[config.mk]
export PLATFORM = sky130hd
export DESIGN_NAME = interrupt_controller_flat
export DESIGN_NICKNAME = d
export VERILOG_FILES = /design/src/rtl/interrupt_controller_if.sv /design/src/rtl/interrupt_controller.sv /design/src/flat_wrapper.sv
export SDC_FILE = /design/constraint.sdc
export NUM_CORES = 1
export LEC_CHECK = 0
export BUFFER_PORTS_ARGS = -buffer_cell sky130_fd_sc_hd__buf_2
export CAP_MARGIN = 30
export CORE_MARGIN = 8
export CORE_UTILIZATION = 31
export CTS_BUF_LIST = sky130_fd_sc_hd__clkbuf_4 sky130_fd_sc_hd__clkbuf_8 sky130_fd_sc_hd__clkbuf_16
export DETAILED_ROUTE_END_ITERATION = 10
export PLACE_DENSITY = 0.53
export SLEW_MARGIN = 30
export SYNTH_ARGS = -nofsm -noshare
export SYNTH_HDL_FRONTEND = slang
export SYNTH_SLANG_ARGS = --single-unit
[constraint.sdc]
create_clock -name clk -period 6.6 [get_ports clk]
set_input_delay 1.32 -clock clk [delete_from_list [all_inputs] [get_ports clk]]
set_output_delay 1.32 -clock clk [all_outputs]
set_load 0.02 [all_outputs]
[src/rtl/interrupt_controller_if.sv]
// Pipeline/COP0 side bundle of the 3-level nested interrupt controller.
// The slave modport is the controller; the master modport is the pipeline.
interface interrupt_controller_if;
   logic [2:0]  irq;
   logic [31:0] pc_in;
   logic        int_ack;
   logic        eret;
   logic        mtc0_we;
   logic [4:0]  cop0_addr;
   logic [31:0] cop0_wdata;
   logic        int_req;
   logic [31:0] int_vector;
   logic [31:0] epc;
   logic [31:0] cop0_rdata;
   logic [2:0]  in_service;
   logic        ie;

   modport slave (
      input  irq, pc_in, int_ack, eret, mtc0_we, cop0_addr, cop0_wdata,
      output int_req, int_vector, epc, cop0_rdata, in_service, ie
   );

   modport master (
      output irq, pc_in, int_ack, eret, mtc0_we, cop0_addr, cop0_wdata,
      input  int_req, int_vector, epc, cop0_rdata, in_service, ie
   );
endinterface

[src/rtl/interrupt_controller.sv]
// Three-level priority interrupt controller with edge-triggered lines,
// nesting by priority, a 3-deep EPC stack and Status/Cause/EPC COP0 registers.
module interrupt_controller (
   input  logic                    clk,
   input  logic                    rst,
   interrupt_controller_if.slave   bus
);
   typedef enum logic [0:0] {ST_IDLE = 1'b0, ST_REQ = 1'b1} state_t;

   state_t      r_state;
   state_t      w_state_nxt;
   logic [2:0]  r_irq_q;
   logic [2:0]  r_pending;
   logic [2:0]  r_im;
   logic [2:0]  r_in_service;
   logic        r_ie;
   logic        r_int_req;
   logic [1:0]  r_sel;
   logic [1:0]  r_sp;
   logic [31:0] r_int_vector;
   logic [31:0] r_stack [0:2];

   logic [2:0]  w_edge;
   logic [2:0]  w_above;
   logic [2:0]  w_eligible;
   logic [2:0]  w_pend_clr;
   logic [2:0]  w_svc_clr;
   logic [1:0]  w_sel_nxt;
   logic [1:0]  w_top;
   logic        w_take;
   logic        w_ack;
   logic        w_pop;
   logic [31:0] w_epc;
   logic [31:0] w_rdata;

   function automatic logic [1:0] f_hi_idx(input logic [2:0] v);
      logic [1:0] idx;
      if (v[2]) idx = 2'd2;
      else if (v[1]) idx = 2'd1;
      else idx = 2'd0;
      return idx;
   endfunction

   function automatic logic [2:0] f_onehot(input logic [1:0] idx);
      return 3'b001 << idx;
   endfunction

   always_comb begin
      w_edge = bus.irq & ~r_irq_q;
      // Only levels strictly above the highest one in service may nest
      if (r_in_service[2]) w_above = 3'b000;
      else if (r_in_service[1]) w_above = 3'b100;
      else if (r_in_service[0]) w_above = 3'b110;
      else w_above = 3'b111;
      w_eligible = r_pending & r_im & {3{r_ie}} & w_above;
      w_sel_nxt  = f_hi_idx(w_eligible);
      w_top      = r_sp - 2'd1;
      w_pop      = (r_state == ST_IDLE) && bus.eret && (r_in_service != 3'b000) && (r_sp != 2'd0);
   end

   always_comb begin
      w_state_nxt = r_state;
      w_take      = 1'b0;
      w_ack       = 1'b0;
      case (r_state)
         ST_IDLE: begin
            if (w_eligible != 3'b000) begin
               w_state_nxt = ST_REQ;
               w_take      = 1'b1;
            end else begin
               w_state_nxt = ST_IDLE;
            end
         end
         ST_REQ: begin
            if (bus.int_ack) begin
               w_state_nxt = ST_IDLE;
               w_ack       = 1'b1;
            end else begin
               w_state_nxt = ST_REQ;
            end
         end
         default: w_state_nxt = ST_IDLE;
      endcase
      w_pend_clr = w_ack ? f_onehot(r_sel) : 3'b000;
      w_svc_clr  = w_pop ? f_onehot(f_hi_idx(r_in_service)) : 3'b000;
   end

   always_comb begin
      if (r_sp == 2'd0) w_epc = 32'd0;
      else w_epc = r_stack[w_top];
      case (bus.cop0_addr)
         5'd12:   w_rdata = {21'd0, r_im, 7'd0, r_ie};
         5'd13:   w_rdata = {21'd0, r_pending, 5'd0, r_in_service};
         5'd14:   w_rdata = w_epc;
         default: w_rdata = 32'd0;
      endcase
   end

   always_ff @(posedge clk or posedge rst) begin
      if (rst) r_state <= ST_IDLE;
      else     r_state <= w_state_nxt;
   end

   always_ff @(posedge clk or posedge rst) begin
      if (rst) begin
         r_irq_q      <= 3'b000;
         r_pending    <= 3'b000;
         r_im         <= 3'b000;
         r_ie         <= 1'b0;
         r_in_service <= 3'b000;
         r_sel        <= 2'd0;
         r_int_req    <= 1'b0;
         r_int_vector <= 32'd0;
      end else begin
         r_irq_q   <= bus.irq;
         // A new edge in the ack cycle wins over the ack's clear
         r_pending <= (r_pending & ~w_pend_clr) | w_edge;
         r_int_req <= (w_state_nxt == ST_REQ);
         if (w_take) begin
            r_sel        <= w_sel_nxt;
            r_int_vector <= 32'h0000_2000 + {24'd0, w_sel_nxt, 6'd0};
         end
         if (w_ack) r_in_service <= r_in_service | f_onehot(r_sel);
         else       r_in_service <= r_in_service & ~w_svc_clr;
         if (bus.mtc0_we && (bus.cop0_addr == 5'd12)) begin
            r_ie <= bus.cop0_wdata[0];
            r_im <= bus.cop0_wdata[10:8];
         end
      end
   end

   always_ff @(posedge clk or posedge rst) begin
      if (rst) begin
         for (int k = 0; k < 3; k++) r_stack[k] <= 32'd0;
         r_sp <= 2'd0;
      end else if (w_ack && (r_sp != 2'd3)) begin
         r_stack[r_sp] <= bus.pc_in;
         r_sp          <= r_sp + 2'd1;
      end else if (w_pop) begin
         r_stack[w_top] <= 32'd0;
         r_sp           <= r_sp - 2'd1;
      end else if (bus.mtc0_we && (bus.cop0_addr == 5'd14) && (r_sp != 2'd0)) begin
         r_stack[w_top] <= bus.cop0_wdata;
      end
   end

   assign bus.int_req    = r_int_req;
   assign bus.int_vector = r_int_vector;
   assign bus.epc        = w_epc;
   assign bus.cop0_rdata = w_rdata;
   assign bus.in_service = r_in_service;
   assign bus.ie         = r_ie;
endmodule
[src/flat_wrapper.sv]
// flat-port wrapper written by rule: the top's interface ports become plain ports
module interrupt_controller_flat 
  (clk, rst, bus_irq, bus_pc_in, bus_int_ack, bus_eret, bus_mtc0_we, bus_cop0_addr, bus_cop0_wdata, bus_int_req, bus_int_vector, bus_epc, bus_cop0_rdata, bus_in_service, bus_ie);
  interrupt_controller_if bus_i ();
  input  logic clk;
  input  logic rst;
  input wire logic [$bits(bus_i.irq)-1:0] bus_irq;
  input wire logic [$bits(bus_i.pc_in)-1:0] bus_pc_in;
  input wire logic [$bits(bus_i.int_ack)-1:0] bus_int_ack;
  input wire logic [$bits(bus_i.eret)-1:0] bus_eret;
  input wire logic [$bits(bus_i.mtc0_we)-1:0] bus_mtc0_we;
  input wire logic [$bits(bus_i.cop0_addr)-1:0] bus_cop0_addr;
  input wire logic [$bits(bus_i.cop0_wdata)-1:0] bus_cop0_wdata;
  output wire logic [$bits(bus_i.int_req)-1:0] bus_int_req;
  output wire logic [$bits(bus_i.int_vector)-1:0] bus_int_vector;
  output wire logic [$bits(bus_i.epc)-1:0] bus_epc;
  output wire logic [$bits(bus_i.cop0_rdata)-1:0] bus_cop0_rdata;
  output wire logic [$bits(bus_i.in_service)-1:0] bus_in_service;
  output wire logic [$bits(bus_i.ie)-1:0] bus_ie;
  assign bus_i.irq = bus_irq;
  assign bus_i.pc_in = bus_pc_in;
  assign bus_i.int_ack = bus_int_ack;
  assign bus_i.eret = bus_eret;
  assign bus_i.mtc0_we = bus_mtc0_we;
  assign bus_i.cop0_addr = bus_cop0_addr;
  assign bus_i.cop0_wdata = bus_cop0_wdata;
  assign bus_int_req = bus_i.int_req;
  assign bus_int_vector = bus_i.int_vector;
  assign bus_epc = bus_i.epc;
  assign bus_cop0_rdata = bus_i.cop0_rdata;
  assign bus_in_service = bus_i.in_service;
  assign bus_ie = bus_i.ie;
  interrupt_controller u_core (.clk(clk), .rst(rst), .bus(bus_i));
endmodule
**Yosys cells after proc, flatten, opt, wreduce, memory -nomap -nowiden**

Cells that the tools add are included.
Widths: inputs -> output; s select.

- Register bits: 146
- Input port bits: 77
- Output and inout port bits: 101
- Logic and storage cells: 88

- Add/sub/neg operators: 3
- Order comparisons: 4
- Equality and inequality tests: 4
- Shifts and indexed selects: 2
- Mux-type cells: 32
- Bitwise operators: 16
- Reductions and logical operators: 15

Operators by type and width:

| operator | number |
|---|---|
| $mux 96 | 3 |
| $bwmux 96 | 2 |
| $mux 32 | 5 |
| $demux 32 s2 | 2 |
| $and 96x96->96 | 1 |
| $not 96->96 | 1 |
| $pmux 32 s3 | 1 |
| $bmux 32 s2 | 1 |
| $and 3x3->3 | 6 |
| $add 14x8->15 const A | 1 |
| $eq 5x4->1 const B | 3 |
| $mux 3 | 5 |
| $logic_and 1x1->1 | 9 |
| $not 3->3 | 3 |
| $reduce_bool 3->1 | 3 |
| $mux 1 | 8 |
| $mux 2 | 4 |
| $ge 3x3->1 const B | 2 |
| $lt 3x1->1 const B | 2 |
| $not 2->3 | 2 |
| $or 3x3->3 | 2 |
| $shl 1x2->3 const A | 2 |
| $reduce_bool 2->1 | 2 |
| $add 2x1->2 const B | 1 |
| 5 further kinds | 5 |

**Logic depth before layout (Yosys ltp)**

- Depth in word-level cells: 10
- Depth in mapped cells: 9
- Mapped depth without buffers: 6

**Least setup slack after synthesis**

OpenSTA, ideal clock, no wires.

- Kind: in2out
- From: in bus_cop0_addr[4]
- To: out bus_cop0_rdata[14]
- Data arrival time: 2.749 ns
- Required time: 5.280 ns
- Slack: 2.531 ns
- Cell stages on the path: 5
- Buffers on the path: 2
- Cell sequence: nand3b_1 -> or2_1 -> clkbuf_1 -> clkbuf_1 -> a211oi_1

- Cells in the longest elaborated chain, start to end: 2
- Elaborated cells on any way between the ends: 4
- Those cells by class: 3 x eq/ne; 1 x mux

RTL lines:

| element | line | text |
|---|---|---|
| start: declaration | flat_wrapper.sv:12 | `input wire logic [$bits(bus_i.cop0_addr)-1:0] bus_cop0_addr;` |
| $eq 5x4->1 | interrupt_controller.sv:91 | `case (bus.cop0_addr)` |
| $pmux 32 s3 * | interrupt_controller.sv:91 |  |
| end: declaration | flat_wrapper.sv:17 | `output wire logic [$bits(bus_i.cop0_rdata)-1:0] bus_cop0_rdata;` |

Every way passes the cells marked *; elsewhere a longest branch is shown, timed or not.

**Worst setup path in the final report**

- From: reg u_core.r_sp[1]
- To: out bus_cop0_rdata[5]

- Cells in the longest elaborated chain, start to end: 7
- Elaborated cells on any way between the ends: 8
- Those cells by class: 1 x add/sub; 5 x mux; 1 x bitwise; 1 x reduce/logical

RTL lines:

| element | line | text |
|---|---|---|
| start: declaration | interrupt_controller.sv:19 | `logic [1:0] r_sp;` |
| start signal: assignment | interrupt_controller.sv:138 | `r_sp <= r_sp + 2'd1;` |
| start signal: assignment | interrupt_controller.sv:141 | `r_sp <= r_sp - 2'd1;` |
| $sub 2x1->2 | interrupt_controller.sv:57 | `w_top = r_sp - 2'd1;` |
| $not 2->3 (implied by the code) | interrupt_controller.sv:90 | `else w_epc = r_stack[w_top];` |
| $bmux 32 s2 | interrupt_controller.sv:90 |  |
| $mux 32 (implied by the code) (2 in a row) | interrupt_controller.sv:90 |  |
| $mux 32 * | interrupt_controller.sv:89 | `if (r_sp == 2'd0) w_epc = 32'd0;` |
| $pmux 32 s3 * | interrupt_controller.sv:91 |  |

Every way passes the cells marked *; elsewhere a longest branch is shown, timed or not. The select of a mux whose other input is x is not followed.

==> results.json <==
{
  "status": "complete, no violations",
  "syn_area_per_cell_um2": 9.26,
  "p_leak_uw": 0.00384,
  "cts_sinks": 115,
  "swShare": 0.445,
  "max-vdd-ir-drop_v": 0.000243,
  "worst_slew_pin_slew_ps": 700,
  "crit_path_cell_trace": "inv_1 > ha_2 > buf_4 > mux2_2 > nand2_1 > a21oi_1 > nor2b_1 > buf_2",
  "grt_max_degree": 69,
  "critical_path_class": "register to output pin",
  "min_from": "u_core.r_irq_q[0]$_DFF_PP0_",
  "rows": 55,
  "hold_viol": 0,
  "dr.pass1.iters": 5,
  "switching_power_uw": 2160,
  "worst-r2r-cell-count": 7,
  "drive_above_1_share": 0.288,
  "hpwl_um": 15600,
  "ctsResizeCount": 0,
  "diodes": 0,
  "ys_seq_area_frac": 0.409,
  "antenna_found_initial": 0,
  "synth_mux_area_frac": 0.0574,
  "synth_top_family_by_area": "compound AO/OA/AOI/OAI gates",
  "ys_types": 55,
  "post_cts_buffers": 0,
  "r2r_start": "u_core.r_sp[0]$_DFFE_PP0P_",
  "portBuffers": 148,
  "clk_pin_slew_ps": 50,
  "start_util": 0.314,
  "wl_per_cell_um": 20.3,
  "finalSetupViolations": 0,
  "critPathRequiredTime_ps": 5280,
  "cap_violations": 0,
  "power_frac_comb": 0.556,
  "syn_inst": 760,
  "crit_path_end_kind": "output pin",
  "die_x_um": 167,
  "worst-path-stages": 8,
  "gp_congestion": 0.748,
  "cts_hold_buffers": 0,
  "ys_async_sr_fraction": 1.00,
  "reg2reg_to": "u_core.r_stack[64]$_DFFE_PP0P_",
  "path_delay_family": "buffers and inverters",
  "drc_errors": 0,
  "cts_tree": "yes",
  "clock_power_share": 0.190,
  "pwr-share-seq": 0.254,
  "fmax_mhz": 242,
  "clock_latency_ps": 430,
  "cts_buffers": 17,
  "synth-simple-area-share": 0.100,
  "synth.cell_area_um2": 7040,
  "root_buffer": "clkbuf_16",
  "pwr_density_cell_nw_per_um2": 562,
  "finalSetupTns_ps": 0,
  "coreArea_um2": 22400,
  "io_pins": 178,
  "synth_compound_area_frac": 0.288,
  "drtAntennaViolNets": 0,
  "synth_edf_count": 0,
  "worstHoldEndpoint": "u_core.r_pending[0]$_DFF_PP0_",
  "min_path_type": "register to register",
  "die-area_um2": 27800,
  "crit_fanout": 36,
  "hold_depth": 1,
  "crit_path_start_kind": "register",
  "area_growth_pct": 22.6,
  "synth_common_cells": "dfrtp_1, inv_1, a22oi_1, o32ai_1, nand2_1",
  "drtIter0Drc": 464,
  "rsz0062_at_grt": "false",
  "synth_top_area_cell": "dfrtp_1",
  "grt_remaining_overflow": 0,
  "synth_most_common_cell": "dfrtp_1",
  "cp_num_buf_inv": 3,
  "final_nets": 959,
  "r2r_slack_ps": 3470,
  "grt_pass1_vias": 6430,
  "slew_viol_final": 0,
  "slew_headroom": 0.533,
  "final_core_util": 0.384,
  "fin_crit_ps": 4140,
  "wl_um": 23900,
  "synth_fa_ha_area_frac": 0.00711,
  "drt-vias-per-instance": 5.29,
  "die-height_um": 167,
  "netlist.area_leader.share": 0.409,
  "synth_flop_cell": "dfrtp_1",
  "synth.top_cells.by_area": "dfrtp_1, o32ai_1, a22oi_1",
  "vias": 6223,
  "fin_crit_sh": 0.627,
  "ctsHtreeMaxLevel": 4,
  "max_stage_delay_ps": 470,
  "ys_ff_latch": 115,
  "crit_arrival_ps": 2820,
  "grt_pass1_wl_um": 37800,
  "p_int_uw": 2690,
  "gr-usage-all-layers": 0.172,
  "finClkSkew_ps": 13.7,
  "synth-xor-area-share": 0.00124,
  "ys_warn_count": 0,
  "clockBufferDepth": 2,
  "cpMaxStageDelayCell": "buf_4"
}
## worst register-to-register path: cells and delay by family (launching register included)
kind                     cells  cell delay, ps
buffers and inverters        3            1130
AND/OR/NAND/NOR              1             660
adder cells (fa/ha/maj)      1             530
flip-flops                   1             370
AO/OA/AOI/OAI                2             330
## kinds of logic (layout without fill, tap and decap cells)
logic type,Yosys count,count (layout)
buffers and inverters,205,308
AOI/OAI and AO/OA,265,265
adders and majority gates,4,4
xor gates and xnor gates,1,1
DFF,115,115
and+or+nand+nor,133,133
muxes,36,36
other,1,29
## final cells by class
| type | instances | area, um^2 |
|---|---|---|
| clock inverters | 15 | 159 |
| repair buffers | 170 | 1000 |
| multi-input cells | 468 | 3400 |
| flip-flops and latches | 115 | 2880 |
| well taps | 285 | 357 |
| inverters | 106 | 403 |
| fillers | 2254 | 13800 |
| clock buffers | 17 | 425 |
## power by group through the flow
stage	logic [uW]	clock network, uW	registers [uW]
finish	2700	923	1230
global route	2930	970	1270
CTS	2690	939	1230
detailed placement	2680	0	1230
global placement	2580	0	1230
floorplan	1850	0	1200
## worst max path at each step
stage	end	slack, ps	start
floorplan	u_core.bus.ie$_DFFE_PP0P_	2240	rst
global placement	bus_cop0_rdata[14]	2460	bus_cop0_addr[0]
detailed placement	bus_cop0_rdata[14]	2430	bus_cop0_addr[0]
CTS	bus_cop0_rdata[10]	2200	u_core.r_sp[1]$_DFFE_PP0P_
global route	bus_cop0_rdata[1]	2290	u_core.r_sp[1]$_DFFE_PP0P_
finish	bus_cop0_rdata[5]	2460	u_core.r_sp[1]$_DFFE_PP0P_
## per-layer routing
metal / part of all wire / vias up / track usage
li1: - / 2965 / -
met1: 0.45 / 3031 / 0.219
met2: 0.48 / 206 / 0.285
met3: 0.054 / 21 / 0.0435
met4: 0.012 / 0 / 0.0478
met5: 0 / - / 0
## cell usage in the layout, fill, tap and decap left out, types with 26 or more instances in the layout
| cell type | count |
|---|---|
| a21oi_1 | 37 |
| a22oi_1 | 100 |
| buf_2 | 148 |
| conb_1 | 29 |
| dfrtp_1 | 115 |
| inv_1 | 105 |
| mux2_2 | 34 |
| nand2_1 | 63 |
| nor2b_1 | 26 |
| o32ai_1 | 95 |
## metrics by stage
stage	cells	cell area [um^2]	hold slack, ps	power, uW	setup slack [ps]
2_1_floorplan	788	7140	400	3050	2240
3_3_place_gp	1134	7870	410	3800	2460
3_5_place_dp	1143	8010	425	3910	2430
4_1_cts	1175	8600	432	4850	2200
5_1_grt	1176	8630	461	5170	2290
6_report	1176	8630	437	4850	2460
## sequential cells by signal, indices dropped and copies added (netlist names), 2 cells and up
signal,count
u_core.bus.int_vector,2
u_core.r_sp,2
u_core.bus.in_service,3
u_core.r_stack,96
u_core.r_irq_q,3
u_core.r_pending,3
u_core.r_im,3
No activity file was read; power rests on OpenSTA's default activity.
